`src/rtl/uart_loader_pkg.sv`:
```
// Shared types and protocol constants for the serial firmware loader.
// Frame layout: SYNC, CNT_L, CNT_H, CNT*4 little-endian payload bytes, CHK.
package uart_loader_pkg;

  typedef enum logic [2:0] {
    IDLE,
    CNT0,
    CNT1,
    DATA,
    CHK,
    REPLY
  } state_t;

  localparam logic [7:0] SYNC          = 8'hA5;
  localparam logic [7:0] ACK           = 8'h06;
  localparam logic [7:0] NAK           = 8'h15;
  localparam int         MAX_WORDS_DEF = 4096;

endpackage

```
`src/rtl/uart_loader.sv`:
```
// Serial firmware loader: assembles LE words from the UART and writes them into
// code RAM while holding the CPU in reset, then answers with ACK or NAK.
module uart_loader
  import uart_loader_pkg::*;
#(
  parameter int MAX_WORDS = MAX_WORDS_DEF
) (
  input  logic        clk,
  input  logic        resetq,
  input  logic        load_req,
  input  logic        rx_valid,
  input  logic [7:0]  rx_data,
  output logic        rx_rd,
  input  logic        tx_busy,
  output logic        tx_wr,
  output logic [7:0]  tx_data,
  output logic [15:0] mem_addr,
  output logic [31:0] mem_d,
  output logic        mem_wr,
  output logic        cpu_resetq,
  output logic        loading,
  output logic        error
);

  localparam logic [16:0] MAX_CNT = 17'(MAX_WORDS);

  state_t      state, next;
  logic        rd_hold;
  logic        accept;
  logic [15:0] cnt;
  logic [15:0] cnt_rx;
  logic [7:0]  sum;
  logic [1:0]  byte_idx;
  logic [11:0] word_idx;
  logic        last_word;

  // buart needs a cycle to drop rx_valid after a read, so that cycle is skipped
  assign accept    = load_req & rx_valid & ~rd_hold & (state != REPLY);
  assign rx_rd     = accept;
  assign cnt_rx    = {rx_data, cnt[7:0]};
  assign last_word = ({4'b0000, word_idx} == (cnt - 16'd1));
  assign mem_addr  = {2'b00, word_idx, 2'b00};
  assign loading   = (state != IDLE);

  always_ff @(posedge clk) begin
    if (!resetq) state <= IDLE;
    else         state <= next;
  end

  always_comb begin
    next  = state;
    tx_wr = 1'b0;
    if (!load_req) begin
      next = IDLE;
    end else begin
      case (state)
        IDLE:  if (accept && rx_data == SYNC) next = CNT0;
        CNT0:  if (accept) next = CNT1;
        CNT1: begin
          if (accept) begin
            if (cnt_rx == 16'd0)                 next = CHK;
            else if ({1'b0, cnt_rx} > MAX_CNT)   next = REPLY;
            else                                 next = DATA;
          end
        end
        DATA:  if (accept && byte_idx == 2'd3 && last_word) next = CHK;
        CHK:   if (accept) next = REPLY;
        REPLY: begin
          if (!tx_busy) begin
            tx_wr = 1'b1;
            next  = IDLE;
          end
        end
        default: next = IDLE;
      endcase
    end
  end

  always_ff @(posedge clk) begin
    if (!resetq) begin
      rd_hold    <= 1'b0;
      cnt        <= '0;
      sum        <= '0;
      byte_idx   <= '0;
      word_idx   <= '0;
      mem_d      <= '0;
      mem_wr     <= 1'b0;
      tx_data    <= '0;
      cpu_resetq <= 1'b0;
      error      <= 1'b0;
    end else begin
      rd_hold    <= accept;
      mem_wr     <= 1'b0;
      cpu_resetq <= ~load_req & (state == IDLE);
      if (mem_wr) word_idx <= word_idx + 12'd1;
      if (!load_req) begin
        // abort: words already written stay, no reply is sent
        if (state != IDLE) error <= 1'b1;
      end else if (accept) begin
        case (state)
          IDLE: begin
            if (rx_data == SYNC) begin
              error    <= 1'b0;
              sum      <= '0;
              word_idx <= '0;
              byte_idx <= '0;
            end
          end
          CNT0: begin
            cnt[7:0] <= rx_data;
            sum      <= sum + rx_data;
          end
          CNT1: begin
            cnt[15:8] <= rx_data;
            sum       <= sum + rx_data;
            if ({1'b0, cnt_rx} > MAX_CNT) begin
              error   <= 1'b1;
              tx_data <= NAK;
            end
          end
          DATA: begin
            mem_d[{byte_idx, 3'b000} +: 8] <= rx_data;
            sum      <= sum + rx_data;
            byte_idx <= byte_idx + 2'd1;
            if (byte_idx == 2'd3) mem_wr <= 1'b1;
          end
          CHK: begin
            if (rx_data == sum) begin
              tx_data <= ACK;
            end else begin
              tx_data <= NAK;
              error   <= 1'b1;
            end
          end
          default: ;
        endcase
      end
    end
  end

endmodule
```
`config.mk`:
```
export PLATFORM = sky130hd
export DESIGN_NAME = uart_loader
export DESIGN_NICKNAME = d
export VERILOG_FILES = /design/src/rtl/uart_loader_pkg.sv /design/src/rtl/uart_loader.sv
export SDC_FILE = /design/constraint.sdc
export NUM_CORES = 1
export LEC_CHECK = 0
export CAP_MARGIN = 20
export CORE_MARGIN = 2
export CORE_UTILIZATION = 58
export CTS_CLUSTER_SIZE = 30
export DETAILED_ROUTE_END_ITERATION = 7
export GPL_TIMING_DRIVEN = 0
export PLACE_DENSITY = 0.94
export RECOVER_POWER = 25
export SKIP_LAST_GASP = 1
export SLEW_MARGIN = 20
export SYNTH_ARGS = -nofsm -noshare
export SYNTH_HDL_FRONTEND = slang
export SYNTH_SLANG_ARGS = --single-unit
export TNS_END_PERCENT = 100
```
`constraint.sdc`:
```
create_clock -name clk -period 4 [get_ports clk]
set_input_delay 0.8 -clock clk [delete_from_list [all_inputs] [get_ports clk]]
set_output_delay 0.8 -clock clk [all_outputs]
set_load 0.01 [all_outputs]
```
# After elaboration in Yosys (flattened, before gate mapping)
# Cells that the tools add are included.
# word_totals
ff_bits	85
latch_bits	0
mem_bits_rw	0
mem_bits_ro	0
input_bits	13
out_inout_bits	62
memories	0
# classes
n_addsub	5
multipliers	0
div_mod_pow	0
n_lt_le_gt_ge	1
eq_ne	23
shifts	2
n_mux	33
n_bitwise	6
n_reduce_logical	21
# ops
cell	count
12-bit two-way mux	5
32-bit bitwise mux	1
8-bit one-hot mux with 2 select lines	2
8-bit by 7-bit variable shift with 32-bit output (first input constant)	1
8-bit by 7-bit indexed part select with 32-bit output	1
3-bit two-way mux	8
3-bit one-hot mux with 6 select lines	1
12-bit by 16-bit equality test with 1-bit output	1
16-bit by 13-bit > comparator with 1-bit output (second input constant)	1
16-bit zero test	1
8-bit two-way mux	2
2-bit != test (second input constant)	8
4-bit AND reduction	4
16-bit by 1-bit subtractor with 16-bit output (second input constant)	1
12-bit by 1-bit adder with 12-bit output (second input constant)	1
3-bit != test (second input constant)	4
6-bit AND reduction	2
1-bit two-way mux	10
3-bit AND reduction	3
8-bit adder	1
8-bit equality test	1
8-bit equality test (second input constant)	1
2-bit nonzero test	4
5-bit negator with 7-bit output	1
18 further kinds	26

# Logic depth before layout (Yosys ltp)
# Gate-level depths: netlist of the first run.
# depth
depth_word	7
mapped_depth	9
depth_no_buf	9

# Worst setup path after synthesis of the first run
# Ideal clock, no wire load.
# synth_timing
kind	input-to-reg
startpoint	in rx_data[1]
endpoint	reg sum[6]
arrival_ps	2410
t_required_ps	3884
path_slack_ps	1474
path_stages	9
n_path_buf	1
path_cell_list	clkbuf_1 inv_1 fa_1 nor2b_1 o21ai_0 a21boi_0 o21a_1 o21ai_0 a41o_1
# synth_between
elab_chain_cells	3
# synth_rtl
item	line	rtl
start: declaration	uart_loader.sv:12	input logic [7:0] rx_data,
parallel branches: the longest is 3 deep, another holds 8-bit adder	-	
end signal: assignment	uart_loader.sv:111	sum <= sum + rx_data;
end signal: assignment	uart_loader.sv:115	sum <= sum + rx_data;
end signal: assignment	uart_loader.sv:123	sum <= sum + rx_data;
end: declaration	uart_loader.sv:32	logic [7:0] sum;
# Parallel ways; which one is timed is not known.
# A chain may end at the register's enable or synchronous reset.

# Final worst setup path of the first run
# layout_timing
startpoint	in load_req
endpoint	out rx_rd
# layout_between
elab_chain_cells	3
# layout_rtl
item	line	rtl
start: declaration	uart_loader.sv:10	input logic load_req,
1-bit AND (3 in series)	uart_loader.sv:38	assign accept = load_req & rx_valid & ~rd_hold & (state != REPLY);
end: declaration	uart_loader.sv:13	output logic rx_rd,
# Every way passes these cells.

==> flow_metrics.py, run 1 <==
metrics = {
    "clock_network": {
        "insertion_delay_ns": 0.36,
        "cts_tree": "yes",
        "path_clk_slew_ns": 0.09,
        "cts_setup_buffers": 0,
        "clockRootBuffer": "clkbuf_8",
        "hold_buffers": 0,
        "cts-resized-gates": 0,
        "cts_made_buffers": 9,
        "cts-htree-levels": 3,
        "cts_sinks": 80,
        "clk_path_buf_depth": 2,
    },
    "pwr": {
        "leakage_nw": 2.07,
        "peakVddDrop_uv": 240,
        "powerDensity_nw_per_um2": 265,
        "totalPowerFinal_mw": 1.45,
    },
    "worst_setup_path": {
        "critPathKind": "input pin to output port",
        "start_kind": "input pin",
        "cp.arrival_ns": 2.65,
        "crit_fanout": 10,
        "ff2ff_setup_slack_ns": 1.47,
        "end_kind": "output port",
        "critPathRequiredTime_ns": 3.20,
    },
    "synth": {
        "postSynthAreaPerCell_um2": 8.16,
        "yosysSeqAreaShare": 0.359,
        "synth_area_leaders": "dfxtp_1 (36%), a21boi_0 (8.2%), nand3_1 (6.2%)",
        "yosysWarnings": 0,
        "post-synth-top-area-fraction": 0.359,
        "ys_ff_latch": 80,
        "synth-edff-count": 0,
        "synth_top_area_cell": "dfxtp_1",
        "netlist_area_um2": 4460,
        "ys_types": 62,
        "synth_cells": 547,
        "async_flop_share": 0,
        "synth_top_flop_cell": "dfxtp_1",
    },
    "timing": {
        "setup_viol": 0,
        "slew_violations": 0,
        "hold_viol": 0,
        "min_period_ns": 3.45,
        "period_share": 0.863,
        "layout_setup_ws_ns": 0.547,
        "skew_ns": 0.0133,
        "rsz0062_at_grt": "false",
        "worst_pin_slew_ns": 0.937,
        "max_slew_margin": 0.374,
        "tns_ns": 0,
        "fmax_mhz": 290,
    },
    "layout": {
        "antennaDiodeCount": 0,
        "nNetsFinal": 661,
        "fin_area_um2": 5460,
        "syn_to_final_growth_pct": 22.3,
        "fillCellCount": 555,
        "layout-drive-gt1-share": 0.0566,
        "ff_latch_area_um2": 1600,
        "multi_input_comb_area_um2": 2630,
        "utilization": 0.741,
    },
    "floorplanning": {
        "die_y_um": 91.7,
        "die_w_um": 91.7,
        "rows": 31,
        "pin_count": 75,
        "die_area_um2": 8410,
        "core-area_um2": 7370,
        "start_util": 0.606,
    },
    "route": {
        "routed_wl_mm": 12.2,
        "avgRoutedWirePerCell_um": 16.6,
        "first_pass_iters": 5,
        "viasPerCell": 6.07,
        "vias": 4458,
        "detail-route-antenna-nets": 0,
        "drc_errors": 0,
        "drt_iter0_markers": 310,
    },
    "global_routing": {
        "grt_max_degree": 15,
        "grt-ovfl-total": 0,
        "grt_pass1_vias": 4279,
        "grt_first_pass_wirelength_mm": 19.9,
        "grt_usage": 0.291,
        "antenna_found_initial": 0,
    },
    "place": {
        "placed_area_um2": 5280,
        "place.port_buffers": 66,
        "gp_congestion": 0.983,
        "dp_slack_ns": 0.531,
        "dp_hpwl_mm": 8.61,
    },
    "hold_path": {
        "hold_path_class": "flip-flop to flip-flop",
    },
    "outcome": {
        "status": "finished clean",
    },
    "flow_run": {
        "cap_violations": 0,
    },
}
synthesized netlist by cell type (2+ instances only):
cell and instances:
xor2_1 14, nor4_1 7, a41oi_1 2, o21ai_0 8
buf_4 9, nor3b_1 7, ha_1 16, o211a_1 3
a21o_1 2, nand3_1 55, a21boi_0 49, o211ai_1 6
a211oi_1 3, a22oi_1 3, nand4_1 11, o31ai_1 2
nand2b_1 2, a31oi_1 3, nor2_1 31, a211o_1 4
clkbuf_1 27, inv_1 19, dfxtp_1 80, mux2i_1 2
nand4b_1 2, and3_1 6, xnor2_1 13, a41o_1 2
buf_2 3, nand2_1 70, o21a_1 4, nor3_1 13
a21oi_1 15, nor2b_1 13, and2_1 10, or3_1 5
final timing paths:
kind                               from                    end  cells past startpoint
setup / recovery               load_req                  rx_rd                      4
hold / removal    mem_d[6]$_SDFFE_PN0P_  mem_d[6]$_SDFFE_PN0P_                      2
setup reg to reg    cnt[0]$_SDFFE_PN0P_  state[2]$_SDFFE_PN0P_                      8
hold reg to reg   mem_d[6]$_SDFFE_PN0P_  mem_d[6]$_SDFFE_PN0P_                      2
report_power, final:
group | switching, mW | internal [mW] | leakage (nW)
clock network | 0.313 | 0.247 | 0.0897
logic | 0.0549 | 0.0362 | 1.33
registers | 0.000297 | 0.796 | 0.644
per-layer routing:
layer,GRT usage,wire length (µm),vias up
met5,0,0,-
met4,0.106,364,0
met3,0.0764,995,39
met2,0.502,5900,219
met1,0.349,4940,2108
li1,-,-,2092
through the flow:
stage	hold slack (ns)	cells
floorplan	0.444	554
global placement	0.446	719
detailed placement	0.456	719
CTS	0.476	735
global route	0.492	735
finish	0.471	735
area by class of cell:
class,count,share of cell area
clock buffers,11,0.0259
repair buffers,66,0.121
multi-input cells,415,0.482
clock inverters,5,0.00779
plain buffers,40,0.0346
well taps,99,0.0227
inverters,19,0.0131
flip-flops and latches,80,0.293
cells in the final DEF (no fill, tap or decap), types with 4 or more instances in the layout:
cell type	synthesis	final
nand3_1	55	55
nor2_1	31	31
clkinv_4	0	4
nand4_1	11	11
clkbuf_8	0	10
a21oi_1	15	15
clkbuf_1	27	28
a211o_1	4	4
nor4_1	7	7
buf_4	9	9
nor2b_1	13	13
o211ai_1	6	6
xor2_1	14	14
xnor2_1	13	13
dlygate4sd3_1	0	33
o21ai_0	8	8
and2_1	10	10
nand2_1	70	70
inv_1	19	19
nor3b_1	7	7
or3_1	5	5
nor3_1	13	13
and3_1	6	6
a21boi_0	49	49
o21a_1	4	4
ha_1	16	16
conb_1	1	8
dfxtp_1	80	80
clkdlybuf4s50_1	0	33
cells by family (layout without fill, tap and decap cells):
family	Yosys count	after routing	share of synthesized area
adder cells (fa/ha/maj)	17	17	0.0493
other	1	8	0.000840
AO/OA/AOI/OAI	117	117	0.191
multiplexers	3	3	0.00701
flip-flops	80	80	0.359
buffers and inverters	59	141	0.0583
XOR/XNOR	27	27	0.0530
AND/OR/NAND/NOR	243	243	0.282
worst max-delay path, cell delays in order:
cell and delay (ns):
dlygate4sd3_1 0.65, nand3b_1 0.37, a21oi_1 0.27, clkdlybuf4s50_1 0.57
sequential cells by signal (all words and copies together) (netlist names):
signal	cells
byte_idx	2
cnt	16
cpu_resetq	1
error	1
mem_d	32
mem_wr	1
rd_hold	1
state	3
sum	8
tx_data	3
word_idx	12
Power figures use the tool's default switching activity.
==> run 2: changes to the inputs <==
Settings changed: CAP_MARGIN 20 to 40, CORE_ASPECT_RATIO set to 0.75, GPL_TIMING_DRIVEN 0 to not set.
==> run 2 against run 1 <==
  * Sequential power about the same
  * Clock skew increased by 0.00074 ns
  * Core utilization decreased by 1.5 points
  * Sequential share of layout area increased by 0.48 points
  * Fmax increased by 0.65%
  * First-iteration DRC count increased by 6.8%
  * Combinational power decreased by 6.0%
  * Hold slack got worse by 0.0020 ns
  * Critical path depth unchanged
  * Critical endpoint unchanged
==> flow_metrics.py, run 2 (synthesized netlist as in run 1, its figures left out) <==
metrics = {
    "timing": {
        "slew_violations": 0,
        "setup_viol": 0,
        "whs_ns": 0.469,
        "tns_ns": 0,
        "worst_pin_slew_ns": 0.850,
        "min_period_ns": 3.43,
        "hold_viol": 0,
        "skew_ns": 0.0140,
        "max_slew_margin": 0.432,
        "fmax_mhz": 291,
        "period_share": 0.858,
        "layout_setup_ws_ns": 0.569,
        "rsz0062_at_grt": "false",
    },
    "clock_network": {
        "hold_buffers": 0,
        "clk_path_buf_depth": 2,
        "insertion_delay_ns": 0.37,
        "path_clk_slew_ns": 0.09,
        "cts_tree": "yes",
        "clockRootBuffer": "clkbuf_8",
        "cts_made_buffers": 9,
        "cts_setup_buffers": 0,
        "cts_sinks": 80,
        "cts-htree-levels": 3,
        "cts-resized-gates": 0,
    },
    "layout": {
        "reg_top3": "mem_d: 32 flops, cnt: 16 flops, word_idx: 12 flops",
        "antennaDiodeCount": 0,
        "layout-drive-gt1-share": 0.0576,
        "largest_register_ff_count": 32,
        "syn_to_final_growth_pct": 20.3,
        "nNetsFinal": 633,
        "final_common_cell": "dfxtp_1",
        "fillCellCount": 507,
        "mostFrequentLayoutCells": "dfxtp_1 (80), nand2_1 (70), nand3_1 (55), a21boi_0 (49)",
        "top_register": "mem_d",
    },
    "worst_setup_path": {
        "cp.arrival_ns": 2.63,
        "critPathKind": "input pin to output port",
        "crit_fanout": 10,
        "critPathRequiredTime_ns": 3.20,
        "ff2ff_setup_slack_ns": 1.50,
        "start_kind": "input pin",
        "end_kind": "output port",
    },
    "global_routing": {
        "antenna_found_initial": 0,
        "grt_first_pass_wirelength_mm": 19.7,
        "grt_usage": 0.296,
        "grt-ovfl-total": 0,
        "grt_max_degree": 46,
        "grt_pass1_vias": 4133,
    },
    "route": {
        "viasPerCell": 6.16,
        "first_pass_iters": 4,
        "routed_wl_mm": 12.1,
        "drc_errors": 0,
        "avgRoutedWirePerCell_um": 17.1,
        "vias": 4370,
        "drt_iter0_markers": 331,
        "detail-route-antenna-nets": 0,
    },
    "flow_run": {
        "cap_violations": 0,
    },
    "floorplanning": {
        "rows": 27,
        "die_y_um": 80.0,
        "die_w_um": 105,
        "pin_count": 75,
        "core-area_um2": 7400,
        "start_util": 0.603,
        "die_area_um2": 8420,
    },
    "pwr": {
        "powerDensity_nw_per_um2": 276,
        "p_sw_frac": 0.244,
        "leakage_nw": 2.03,
        "clkPwrFrac": 0.405,
        "p_int_mw": 1.12,
        "peakVddDrop_uv": 230,
        "power_frac_seq": 0.537,
        "totalPowerFinal_mw": 1.48,
        "combPwrFrac": 0.058,
        "switchingPower_mw": 0.362,
    },
    "place": {
        "place.port_buffers": 66,
        "gp_congestion": 0.959,
        "dp_slack_ns": 0.677,
        "dp_hpwl_mm": 8.50,
    },
    "hold_path": {
        "hold_path_class": "flip-flop to flip-flop",
    },
    "outcome": {
        "status": "finished clean",
    },
}
run 2: changes by cell type in the layout (fill, tap and decap cells not counted), sizes merged:
cell and change:
bufinv +1, clkbuf -29, clkinv -3, clkinvlp +1, inv +2
run 2: critical path, stage by stage:
cell and delay (ns):
dlygate4sd3_1 0.63, nand3b_1 0.34, a21oi_1 0.29, clkdlybuf4s50_1 0.57
run 2: layer usage:
| layer | global-route usage | part of all wire | vias up |
|---|---|---|---|
| met1 | 0.383 | 0.43 | 2032 |
| met4 | 0.124 | 0.032 | 0 |
| met2 | 0.475 | 0.46 | 249 |
| met3 | 0.0702 | 0.086 | 57 |
| met5 | 0 | 0 | - |
| li1 | - | - | 2032 |
run 2: power groups by stage:
stage	clock, mW	combinational (mW)	sequential, mW
final	0.601	0.0856	0.797
after floorplan	0	0.0505	0.816
after global placement	0	0.0792	0.816
after CTS	0.610	0.0832	0.797
after detailed placement	0	0.0825	0.816
after global routing	0.636	0.0901	0.797
run 2: cell type report:
| class | instances | area (µm²) | share of cell area |
|---|---|---|---|
| multi-input cells | 415 | 2630 | 0.489 |
| inverters | 19 | 71.3 | 0.0133 |
| repair buffers | 78 | 748 | 0.139 |
| flip-flops and latches | 80 | 1600 | 0.298 |
| clock inverters | 6 | 67.6 | 0.0126 |
| well taps | 101 | 126 | 0.0235 |
| clock buffers | 10 | 128 | 0.0238 |
run 2: stage by stage:
step | area [µm²] | util | cells
6_report | 5370 | 0.726 | 709
5_1_grt | 5370 | 0.726 | 709
4_1_cts | 5370 | 0.725 | 708
3_5_place_dp | 5170 | 0.699 | 692
3_3_place_gp | 5160 | 0.698 | 691
2_1_floorplan | 4490 | - | 554
run 2: final timing paths:
check / end / cells after the start / startpoint
max: rx_rd / 4 / load_req
min: mem_d[19]$_SDFFE_PN0P_ / 2 / mem_d[19]$_SDFFE_PN0P_
max reg2reg: state[1]$_SDFFE_PN0P_ / 6 / cnt[2]$_SDFFE_PN0P_
min reg2reg: mem_d[19]$_SDFFE_PN0P_ / 2 / mem_d[19]$_SDFFE_PN0P_
==> run 3: changes to the inputs <==
--- a/config.mk
+++ b/config.mk
@@ -8,9 +8,10 @@
 export CAP_MARGIN = 40
 export CORE_ASPECT_RATIO = 0.75
-export CORE_MARGIN = 2
-export CORE_UTILIZATION = 58
+export CORE_MARGIN = 1
+export CORE_UTILIZATION = 60
 export CTS_CLUSTER_SIZE = 30
 export DETAILED_ROUTE_END_ITERATION = 7
-export PLACE_DENSITY = 0.94
+export DONT_BUFFER_PORTS = 1
+export PLACE_DENSITY = 0.84
 export RECOVER_POWER = 25
 export SKIP_LAST_GASP = 1
==> constraint.sdc (replaced) <==
create_clock -name clk -period 4 [get_ports clk]
set_input_delay 0.8 -clock clk [delete_from_list [all_inputs] [get_ports clk]]
set_output_delay 0.8 -clock clk [all_outputs]
set_load 0.1 [all_outputs]
==> run 3 against run 2 <==
  * Sequential share of layout area rose by 1.9 points
  * Critical path depth fell by 2
  * Largest cell class unchanged
  * Final area fell by 6.0%
  * Sequential cell count did not move
  * Cell count fell by 3.1%
==> flow_metrics.py, run 3 (synthesized netlist as in run 1, its figures left out) <==
metrics = {
    "route": {
        "first_pass_iters": 5,
        "routed_wl_mm": 12.2,
        "drc_errors": 0,
        "avgRoutedWirePerCell_um": 17.7,
        "detail-route-antenna-nets": 0,
        "viasPerCell": 6.31,
        "vias": 4334,
        "drt_iter0_markers": 361,
    },
    "layout": {
        "syn_to_final_growth_pct": 13.1,
        "layout-drive-gt1-share": 0.0900,
        "utilization": 0.722,
        "nNetsFinal": 614,
        "instances_no_fill": 687,
        "largest_register_ff_count": 32,
        "antennaDiodeCount": 0,
        "mostFrequentLayoutCells": "dfxtp_1 (79), nand2_1 (70), nand3_1 (55), a21boi_0 (49), clkbuf_1 (34)",
        "top_register": "mem_d",
        "reg_top3": "mem_d: 32 flops, cnt: 16 flops, word_idx: 12 flops",
        "final_common_cell": "dfxtp_1",
    },
    "worst_setup_path": {
        "start_kind": "flip-flop",
        "r2r_cells": 6,
        "end_kind": "output port",
        "critPathRequiredTime_ns": 3.20,
        "critPathKind": "flip-flop to output port",
        "ff2ff_setup_slack_ns": 1.54,
        "crit_path_start": "state[2]$_SDFFE_PN0P_",
        "regToRegEndpoint": "state[1]$_SDFFE_PN0P_",
        "cp.arrival_ns": 2.22,
        "crit_fanout": 19,
        "reg2reg_from": "cnt[2]$_SDFFE_PN0P_",
        "cp-endpoint": "loading",
    },
    "place": {
        "gp_congestion": 0.900,
        "dp_hpwl_mm": 8.48,
        "place.port_buffers": 0,
        "dp.cells": 669,
    },
    "pwr": {
        "switchingPower_mw": 0.365,
        "combPwrFrac": 0.053,
        "leakage_nw": 1.83,
        "powerDensity_nw_per_um2": 291,
        "p_sw_frac": 0.248,
        "power_frac_seq": 0.542,
        "totalPowerFinal_mw": 1.47,
        "clkPwrFrac": 0.405,
        "p_int_mw": 1.11,
        "peakVddDrop_uv": 242,
    },
    "clock_network": {
        "hold_buffers": 0,
        "cts_sinks": 80,
        "clk_path_buf_depth": 2,
        "cts-resized-gates": 0,
        "clockRootBuffer": "clkbuf_8",
        "insertion_delay_ns": 0.36,
        "cts_setup_buffers": 0,
        "cts-htree-levels": 3,
        "cts_made_buffers": 9,
        "path_clk_slew_ns": 0.09,
        "cts_tree": "yes",
    },
    "timing": {
        "worst_pin_slew_ns": 1.27,
        "min_period_ns": 3.02,
        "skew_ns": 0.0140,
        "whs_ns": 0.464,
        "setup_viol": 0,
        "rsz0062_at_grt": "false",
        "hold_viol": 0,
        "slew_violations": 0,
        "period_share": 0.756,
        "max_slew_margin": 0.150,
        "fmax_mhz": 331,
        "tns_ns": 0,
    },
    "hold_path": {
        "hold_path_class": "flip-flop to flip-flop",
    },
    "outcome": {
        "status": "finished clean",
    },
    "global_routing": {
        "grt_first_pass_wirelength_mm": 19.8,
        "grt-ovfl-total": 0,
        "grt_max_degree": 70,
        "grt_pass1_vias": 4059,
        "antenna_found_initial": 0,
        "grt_usage": 0.324,
    },
    "floorplanning": {
        "die_w_um": 102,
        "rows": 26,
        "start_util": 0.638,
        "core-area_um2": 6990,
        "pin_count": 75,
        "die_y_um": 76.7,
        "die_area_um2": 7790,
    },
    "flow_run": {
        "cap_violations": 0,
    },
}
-- run 3: area by class of cell --
| class | instances | area (µm²) |
|---|---|---|
| Timing Repair Buffer | 59 | 417 |
| Clock buffer | 10 | 128 |
| Sequential cell | 80 | 1600 |
| Multi-Input combinational cell | 415 | 2640 |
| Inverter | 19 | 71.3 |
| Fill cell | 500 | 1940 |
| Tap cell | 98 | 123 |
| Clock inverter | 6 | 67.6 |
-- run 3: metal layers --
layer,up-vias,part of all wire,GRT usage
met1,2041,0.40,0.422
met2,253,0.47,0.518
met5,-,0,0
met4,0,0.031,0.123
li1,1992,-,-
met3,48,0.095,0.0766
-- run 3: per-stage QoR --
step / cell area (µm²) / setup WS, ns
after detailed placement: 5190 / 1.37
final: 5050 / 0.977
after CTS: 5390 / 1.36
after floorplan: 4490 / 0.194
after global routing: 5050 / 0.848
after global placement: 4580 / 1.30
-- run 3: worst min path at each step --
| stage | startpoint | end | slack (ns) | cells after the start |
|---|---|---|---|---|
| 6_report | mem_d[13]$_SDFFE_PN0P_ | mem_d[13]$_SDFFE_PN0P_ | 0.46 | 2 |
| 4_1_cts | cnt[14]$_SDFFE_PN0P_ | cnt[14]$_SDFFE_PN0P_ | 0.48 | 2 |
| 3_5_place_dp | cnt[14]$_SDFFE_PN0P_ | cnt[14]$_SDFFE_PN0P_ | 0.46 | 2 |
| 2_1_floorplan | cnt[15]$_SDFFE_PN0P_ | cnt[15]$_SDFFE_PN0P_ | 0.44 | 2 |
| 3_3_place_gp | cnt[15]$_SDFFE_PN0P_ | cnt[15]$_SDFFE_PN0P_ | 0.45 | 2 |
| 5_1_grt | load_req | cpu_resetq$_SDFF_PN0_ | 0.50 | 1 |
-- run 3: worst max-delay path, cell delays in order (launching register included) --
cell	delay, ns
dfxtp_1	0.70
or3_1	0.23
clkbuf_1	0.95
-- run 3: power by group through the flow --
stage / combinational [mW] / sequential (mW) / clock [mW]
floorplan: 0.0839 / 0.820 / 0
global placement: 0.0714 / 0.820 / 0
detailed placement: 0.0784 / 0.816 / 0
CTS: 0.0788 / 0.797 / 0.602
global route: 0.0816 / 0.797 / 0.629
finish: 0.0776 / 0.797 / 0.596
